`src/rtl/e203_exu_alu_oitf.sv`:
```
// e203_exu_alu_oitf: outstanding-instruction tracking FIFO with register hazard lookup
`ifndef E203_RFIDX_WIDTH
`define E203_RFIDX_WIDTH 5
`endif
`ifndef E203_PC_SIZE
`define E203_PC_SIZE 32
`endif
`ifndef E203_ITAG_WIDTH
`define E203_ITAG_WIDTH 2
`endif
module e203_exu_alu_oitf #(
  parameter int OITF_DEPTH = 4,
  parameter int ITAG_W = `E203_ITAG_WIDTH
) (
  input  logic                         clk,
  input  logic                         rst_n,
  output logic                         dis_ready,
  input  logic                         dis_ena,
  output logic [ITAG_W-1:0]            dis_ptr,
  input  logic [`E203_RFIDX_WIDTH-1:0] dis_rdidx,
  input  logic                         dis_rdwen,
  input  logic [`E203_PC_SIZE-1:0]     dis_pc,
  input  logic                         disp_i_rs1en,
  input  logic                         disp_i_rs2en,
  input  logic                         disp_i_rdwen,
  input  logic [`E203_RFIDX_WIDTH-1:0] disp_i_rs1idx,
  input  logic [`E203_RFIDX_WIDTH-1:0] disp_i_rs2idx,
  input  logic [`E203_RFIDX_WIDTH-1:0] disp_i_rdidx,
  output logic                         oitfrd_match_disprs1,
  output logic                         oitfrd_match_disprs2,
  output logic                         oitfrd_match_disprd,
  output logic                         oitf_empty,
  output logic [ITAG_W-1:0]            oitf_ret_ptr,
  output logic [`E203_RFIDX_WIDTH-1:0] oitf_ret_rdidx,
  output logic [`E203_PC_SIZE-1:0]     oitf_ret_pc,
  output logic                         oitf_ret_rdwen,
  input  logic                         oitf_ret_ena
);
  // pointers carry the wrap flag in their MSB so a plain +1 toggles it on wrap
  logic [ITAG_W:0]                  alc_q, alc_d, ret_q, ret_d;
  logic [OITF_DEPTH-1:0]            vld_q, rdwen_q;
  logic [`E203_RFIDX_WIDTH-1:0]     rdidx_q [OITF_DEPTH];
  logic [`E203_PC_SIZE-1:0]         pc_q    [OITF_DEPTH];
  logic                             full, alc_fire, ret_fire;
  logic [ITAG_W-1:0]                alc_ptr, ret_ptr;

  assign alc_ptr    = alc_q[ITAG_W-1:0];
  assign ret_ptr    = ret_q[ITAG_W-1:0];
  assign oitf_empty = (alc_ptr == ret_ptr) & (alc_q[ITAG_W] == ret_q[ITAG_W]);
  assign full       = (alc_ptr == ret_ptr) & (alc_q[ITAG_W] != ret_q[ITAG_W]);
  assign dis_ready  = ~full;
  assign dis_ptr    = alc_ptr;
  assign alc_fire   = dis_ena & ~full;
  assign ret_fire   = oitf_ret_ena & ~oitf_empty;
  assign alc_d      = alc_fire ? alc_q + 1'b1 : alc_q;
  assign ret_d      = ret_fire ? ret_q + 1'b1 : ret_q;

  assign oitf_ret_ptr   = ret_ptr;
  assign oitf_ret_rdidx = rdidx_q[ret_ptr];
  assign oitf_ret_pc    = pc_q[ret_ptr];
  assign oitf_ret_rdwen = rdwen_q[ret_ptr];

  // hazard lookup over registered entries only; retiring entries still match
  always_comb begin
    oitfrd_match_disprs1 = 1'b0;
    oitfrd_match_disprs2 = 1'b0;
    oitfrd_match_disprd  = 1'b0;
    for (int i = 0; i < OITF_DEPTH; i++) begin
      oitfrd_match_disprs1 |= disp_i_rs1en & vld_q[i] & rdwen_q[i] & (rdidx_q[i] == disp_i_rs1idx);
      oitfrd_match_disprs2 |= disp_i_rs2en & vld_q[i] & rdwen_q[i] & (rdidx_q[i] == disp_i_rs2idx);
      oitfrd_match_disprd  |= disp_i_rdwen & vld_q[i] & rdwen_q[i] & (rdidx_q[i] == disp_i_rdidx);
    end
  end

  // pointer and entry state; allocate and retire never hit the same entry together
  always_ff @(posedge clk or negedge rst_n) begin
    if (!rst_n) begin
      alc_q   <= '0;
      ret_q   <= '0;
      vld_q   <= '0;
      rdwen_q <= '0;
      for (int i = 0; i < OITF_DEPTH; i++) begin
        rdidx_q[i] <= '0;
        pc_q[i]    <= '0;
      end
    end else begin
      alc_q <= alc_d;
      ret_q <= ret_d;
      if (alc_fire) begin
        vld_q[alc_ptr]   <= 1'b1;
        rdwen_q[alc_ptr] <= dis_rdwen;
        rdidx_q[alc_ptr] <= dis_rdidx;
        pc_q[alc_ptr]    <= dis_pc;
      end
      if (ret_fire) vld_q[ret_ptr] <= 1'b0;
    end
  end
endmodule

```
`config.mk`:
```
export PLATFORM = sky130hd
export DESIGN_NAME = e203_exu_alu_oitf
export DESIGN_NICKNAME = d
export VERILOG_FILES = /design/src/rtl/e203_exu_alu_oitf.sv
export SDC_FILE = /design/constraint.sdc
export NUM_CORES = 1
export LEC_CHECK = 0
export CAP_MARGIN = 15
export CELL_PAD_IN_SITES_DETAIL_PLACEMENT = 0
export CELL_PAD_IN_SITES_GLOBAL_PLACEMENT = 1
export CORE_ASPECT_RATIO = 1.2
export CORE_MARGIN = 2
export CORE_UTILIZATION = 41
export DETAILED_ROUTE_END_ITERATION = 8
export HOLD_SLACK_MARGIN = 0.1
export PLACE_DENSITY_LB_ADDON = 0.1
export SYNTH_ARGS = -nofsm -noshare
export SYNTH_HDL_FRONTEND = slang
export SYNTH_SLANG_ARGS = --single-unit
```
`constraint.sdc`:
```
create_clock -name clk -period 1.8 [get_ports clk]
set_input_delay 0.27 -clock clk [delete_from_list [all_inputs] [get_ports clk]]
set_output_delay 0.27 -clock clk [all_outputs]
set_load 0.02 [all_outputs]
```
Yosys cells after proc, flatten, opt, wreduce, memory -nomap -nowiden

Cells that the tools add are included.

Register bits after elaboration: 162
Bits of input ports: 60
Output and inout port bits: 47
Word-level logic and storage cells: 116

$add $sub $neg: 2
Magnitude comparators: 7
Equality and inequality tests: 15
Muxes and demuxes: 21
Bitwise gates (word level): 56
Reductions and logical operators: 3

Operators by type and width:

| kind                  | count |
|---|---|
| $bwmux W128           | 1 |
| $mux W32              | 3 |
| $bmux W32 S2          | 1 |
| $demux W32 S2         | 1 |
| $eq A5 B5 Y1          | 12 |
| $and A1 B1 Y1         | 40 |
| $bwmux W20            | 1 |
| $mux W5               | 3 |
| $bmux W5 S2           | 1 |
| $demux W5 S2          | 1 |
| $or A1 B1 Y1          | 9 |
| $mux W4               | 2 |
| $add A3 B1 Y3 const B | 2 |
| $ge A3 B3 Y1 const B  | 2 |
| $lt A2 B3 Y1 const B  | 2 |
| $not A2 Y3            | 2 |
| $and A4 B4 Y4         | 1 |
| $bwmux W4             | 1 |
| $demux W1 S2          | 2 |
| $ge A2 B1 Y1 const B  | 2 |
| $not A4 Y4            | 1 |
| $or A4 B4 Y4          | 1 |
| $logic_and A1 B1 Y1   | 3 |
| $lt A3 B1 Y1 const B  | 1 |
| 6 further kinds       | 9 |

Longest topological paths before layout

Depth after elaboration: 8
Gate-level depth with buffers: 8
Depth with buffers taken out: 4

Least setup slack after synthesis

No wires, ideal clock.

Path kind: reg-to-output
From: register ret_q[0]
To: output port oitf_ret_pc[22]
Arrival: 1708 ps
Required time: 1530 ps
Slack: -178 ps
Stages on the path, launching flop included: 5
Buffers on the path: 3
Cells stage by stage: dfrtp_1 buf_2 buf_2 buf_2 mux4_2

Cells in the longest elaborated chain, start to end: 4

Ends and longest elaborated chain:

| element                                     | RTL line | text |
|---|---|---|
| start: declaration                          | 40       | `logic [ITAG_W:0] alc_q, alc_d, ret_q, ret_d;` |
| start signal: assignment                    | 88       | `ret_q <= ret_d;` |
| $not A2 Y3 (not written as such)            | 60       | `assign oitf_ret_pc = pc_q[ret_ptr];` |
| $bmux W32 S2                                | 60       |  |
| $mux W32 (not written as such) (2 in a row) | 60       |  |
| end: declaration                            | 35       | `` output logic [`E203_PC_SIZE-1:0] oitf_ret_pc, `` |

Every way passes these cells. The select of a mux whose other input is x is not followed.

Final worst setup path

From: register ret_q[0]
To: register pc_q[48] in the netlist's numbering

Cells in the longest elaborated chain, start to end: 4

Ends and longest elaborated chain:

| element                        | RTL line | text |
|---|---|---|
| $eq A2 B2 Y1                   | 50       | `assign full = (alc_ptr == ret_ptr) & (alc_q[ITAG_W] != ret_q[ITAG_W]);` |
| $and A1 B1 Y1                  | 50       |  |
| $not A1 Y1                     | 53       | `assign alc_fire = dis_ena & ~full;` |
| $and A1 B1 Y1                  | 53       |  |
| end signal: indexed assignment | 93       | `pc_q[alc_ptr] <= dis_pc;` |
| end: declaration               | 43       | `` logic [`E203_PC_SIZE-1:0] pc_q [OITF_DEPTH]; `` |

Every way passes these cells.
A chain may end at the register's enable or synchronous reset.

==> results <==
- In this run the critical register-to-register path is launched from ret_q[0].
- Once detail routing completed, the nets flagged for antenna violations numbered 0.
- TritonCTS built the clock tree.
- The design draws 23800 uW.
- The count of buffering cells on the critical path with inverters included is 5.
- The number of fillers in the final layout is 1491.
- The most used flip-flop cell after synthesis is sky130_fd_sc_hd__dfrtp_1.
- The largest stage delay on the critical path is about 500 ps.
- In this run the worst path has a maximum fanout of 7.
- The checks that failed: negative setup slack.
- The top cell type by area accounts for between 50% and 60% of the synthesized area.
- STA classifies the critical path endpoint as a flop.
- The total number of yosys warnings is 0.
- The initial core utilization is 41.7%.
- Summing the areas of all compound-gate instances in the mapped netlist gives less than 1% of the synthesized area.
- The number of nets in the synthesized netlist is 585.
- After clock tree synthesis, the clock-pin slew on the worst setup and hold paths is 70 ps.
- The analysis attributes to cell leakage a power of 0.00502 uW.
- Max-cap violations in this run came to 0.
- The mapped netlist covers 0.00783 mm^2.
- The type of origin of the critical path is a flop.
- The highest achievable clock rate is 467 MHz.
- The number of distinct standard cells referenced by the synthesized netlist is 22.
- The cell type of the slowest stage on the worst timing path is sky130_fd_sc_hd__dfrtp_4.
- The min-delay analysis places its worst path in the category in -> async.
- For the pin with the worst max-slew slack, the measured transition is 421 ps.
- The number of global-route vias before repair is 5525.
- The number of buffers inserted during clock tree synthesis is 17.
- The via count is ~5000.
- The count of H-tree levels built during CTS is 4.
- The root buffer cell chosen for the clock tree is sky130_fd_sc_hd__clkbuf_16.
- The number of antenna diodes is 0.
- The later-pin clock latency in the skew report is 430 ps.
- Each instance of the synthesized netlist takes up on average between 15 and 20 um^2.
- The total setup violations reported at the end of the flow is 196.
- Summed over all nets, the half-perimeter wirelength after detailed placement is 13.7 mm.
- Using the TritonRoute via totals, the vias-per-cell ratio works out to 5.28.
- The area enclosed by the die boundary is 0.0202 mm^2.
- Measured against its own limit, the worst slew margin works out to 71.9%.
- The largest area contributor in the synthesized netlist is sky130_fd_sc_hd__dfrtp_1.
- The total number of nets in the final design is 757.
- After synthesis, the largest family of logic cells by area is multiplexers.
- The final global-route overflow total is 0.
- For this block, the initial DRC count from the detailed router was 148.
- The setup check on the worst reg-to-reg path leaves a slack of -340 ps.
- The minimum hold slack is 251 ps.
- The die width is roughly 130 um.
- After synthesis, the most frequently instantiated cells are sky130_fd_sc_hd__dfrtp_1, sky130_fd_sc_hd__mux2_2, sky130_fd_sc_hd__mux2_1, sky130_fd_sc_hd__xor2_1, sky130_fd_sc_hd__mux4_2.
- The clock period minus worst slack is 2140 ps.
- The sequential-to-total area share from yosys stat is 51.8%.
- The critical path crosses 9 cells after its start point.
- The simple-gate share of the synthesized area is 2.96%.
- The number of pins with negative max-slew slack in the final report was 0.
- The die height is 155 um.
- The post-synthesis share of cell area spent on full adders, half adders and majority gates is 1.28%.
- Tracing the worst setup path back leads to its startpoint at ret_q[0].
- Sorting the synthesized cells by area gives the leading types as sky130_fd_sc_hd__dfrtp_1, sky130_fd_sc_hd__mux2_2, sky130_fd_sc_hd__mux4_2, sky130_fd_sc_hd__mux2_1, sky130_fd_sc_hd__xor2_1.
- The final weighted congestion of routability-driven global placement is 0.900.
- The placeable core region is 0.0188 mm^2.
- The run finished, with violations left.
- Of all flip-flops after synthesis, the portion carrying an async set or reset was 100%.
- The TritonCTS sink count is 162.
- In the synthesized netlist, mux cells make up between 30% and 40% of the area.
- The maximum number of pins on one net before global-route repair is 55.
- The arrival time of the worst setup path is 2450 ps.
- The minimum setup slack in the final design is -343 ps.
- The first global-routing pass estimated 31.7 mm of wire.
- The routed length per placed instance is between 20 and 25 um.
- After synthesis the netlist holds a flip-flop and latch count of between 150 and 200.
- Pin placement for this block handled ~110 I/O pins.
- Grouping stages by cell kind, the critical path spends the most delay in buffers and inverters.
- The relative area change from synthesis to final layout is 42.5%.
- The number of I/O port buffers is 106.
- The total routing usage reported by global routing is between 20% and 30%.
- The most frequently used cell type in the post-synthesis netlist is sky130_fd_sc_hd__dfrtp_1.
- The critical path goes through buf_12, buf_12, xnor2_4, a31oi_2, buf_6, nand2_8, buf_12, buf_16, mux2_4.
- The most numerous cell on the critical path is sky130_fd_sc_hd__buf_12.
- The count of final hold-check violations is 0.
- The peak ir drop on the vdd network is 0.000905 V.
- Of the available clock period, the critical path in the final layout requires 119%.
- For the worst flop-to-flop path, the logic depth is 9.
- STA puts the critical path data required time at 2100 ps.
- The synthesized design contains 0 enable-type register cells.
- The power per cell area is approximately 2100 mW/mm^2.
- The share of final-layout standard cells stronger than drive strength 1 is 52.5%.
- The area share of xor/xnor cells in the synthesized design is around 7.6%.
- The gate count after technology mapping is 517.
- Setup repair after global routing could not meet its margin everywhere.
- The row count is 55.
- Summed over all layers, the routed wires come to 21.9 mm.
- The worst-case clock skew is 9.00 ps.
- Counting along the longest clock path gives a buffer depth of 2.
- The initial antenna violation count is 0.
- In the routed design, unresolved DRC markers number 0.
- The critical path is of the reg -> reg type.
- The number of search-and-repair iterations in the first detailed-routing pass is 4.
==> final cells by class <==
cell class                 count  area [um^2]  share of cell area (%)
tap                          256          320                    2.87
clock buffer                  18          429                    3.85
multi-input combinational    318         3970                    35.6
inverter                       6         22.5                   0.202
sequential                   162         4080                    36.5
timing repair buffer         184         2190                    19.6
clock inverter                13          153                    1.37
==> path summary, 6_finish.rpt <==
check / to
worst max register to register: pc_q[48]
worst min-delay path: pc_q[125]
worst min register to register: pc_q[120]
max in group asynchronous: ret_q[1]
worst max-delay path: pc_q[48]
min in group clk: pc_q[120]
==> worst register-to-register path, stage by stage, from the launching register on <==
cell	delay [ps]
sky130_fd_sc_hd__dfrtp_4	500
sky130_fd_sc_hd__buf_12	140
sky130_fd_sc_hd__buf_12	140
sky130_fd_sc_hd__xnor2_4	160
sky130_fd_sc_hd__a31oi_2	180
sky130_fd_sc_hd__buf_6	230
sky130_fd_sc_hd__nand2_8	100
sky130_fd_sc_hd__buf_12	150
sky130_fd_sc_hd__buf_16	130
sky130_fd_sc_hd__mux2_4	290
==> sequential cells by signal, summed over array words and instances, names as in the netlist <==
name	cells
pc_q	128
rdidx_q	20
rdwen_q	4
vld_q	4
alc_q	3
ret_q	3
==> metrics by stage <==
| step | utilization [%] | TNS (ps) | setup WS [ps] | instance area, um^2 | std cells |
|---|---|---|---|---|---|
| after global routing | 59.4 | -68060 | -394 | 11200 | 957 |
| final | 59.4 | -56050 | -343 | 11200 | 957 |
| after detailed placement | 51.0 | -44530 | -677 | 9590 | 898 |
| after CTS | 56.1 | -71560 | -423 | 10500 | 943 |
| after floorplan | - | 0 | 2.67 | 7870 | 517 |
| after global placement | 51.0 | -40550 | -684 | 9590 | 898 |
==> power by group <==
group	internal, uW	total (uW)	switching (uW)
logic	7740	13200	5440
clock network	2060	3610	1540
registers	5580	6990	1410
total	15400	23800	8390
==> repair_timing <==
action                                  4_1_cts  5_1_grt
endpoints found under the hold margin       162        0
endpoints found under the setup margin      199      209
resized for setup                           287      111
hold buffers                                  1        0
gates cloned                                  5       13
pin swaps                                     8       13
setup buffers                                 9        9
==> cells in the final DEF (no fill, tap or decap), drive strengths merged <==
cell type / synthesis / routed
clkbuf: 3 / 30
bufinv: 0 / 2
dfrtp: 162 / 162
and3: 1 / 1
clkdlybuf4s15: 0 / 1
xor2: 49 / 49
nand2: 7 / 7
clkinv: 0 / 5
clkinvlp: 0 / 2
dlygate4sd3: 0 / 1
mux2: 152 / 152
nand3: 1 / 1
a31oi: 2 / 2
ha: 8 / 8
nor4: 12 / 12
dlymetal6s2s: 0 / 2
inv: 6 / 10
mux4: 38 / 38
o21ai: 2 / 2
and2: 4 / 4
buf: 28 / 110
a21oi: 8 / 8
nand4: 15 / 15
clkdlybuf4s50: 0 / 58
xnor2: 19 / 19
==> routing by layer <==
layer	global-route usage, %	routed length (um)
met4	6.71	449
met3	4.71	842
met2	37.0	11500
met5	0	0
met1	25.8	9070
==> cell families after synthesis <==
group                    after synthesis
AO/OA/AOI/OAI                         12
AND/OR/NAND/NOR                       40
XOR/XNOR                              68
adder cells (fa/ha/maj)                8
flip-flops                           162
buffers and inverters                 37
multiplexers                         190
(Power assumes the default switching activity.)
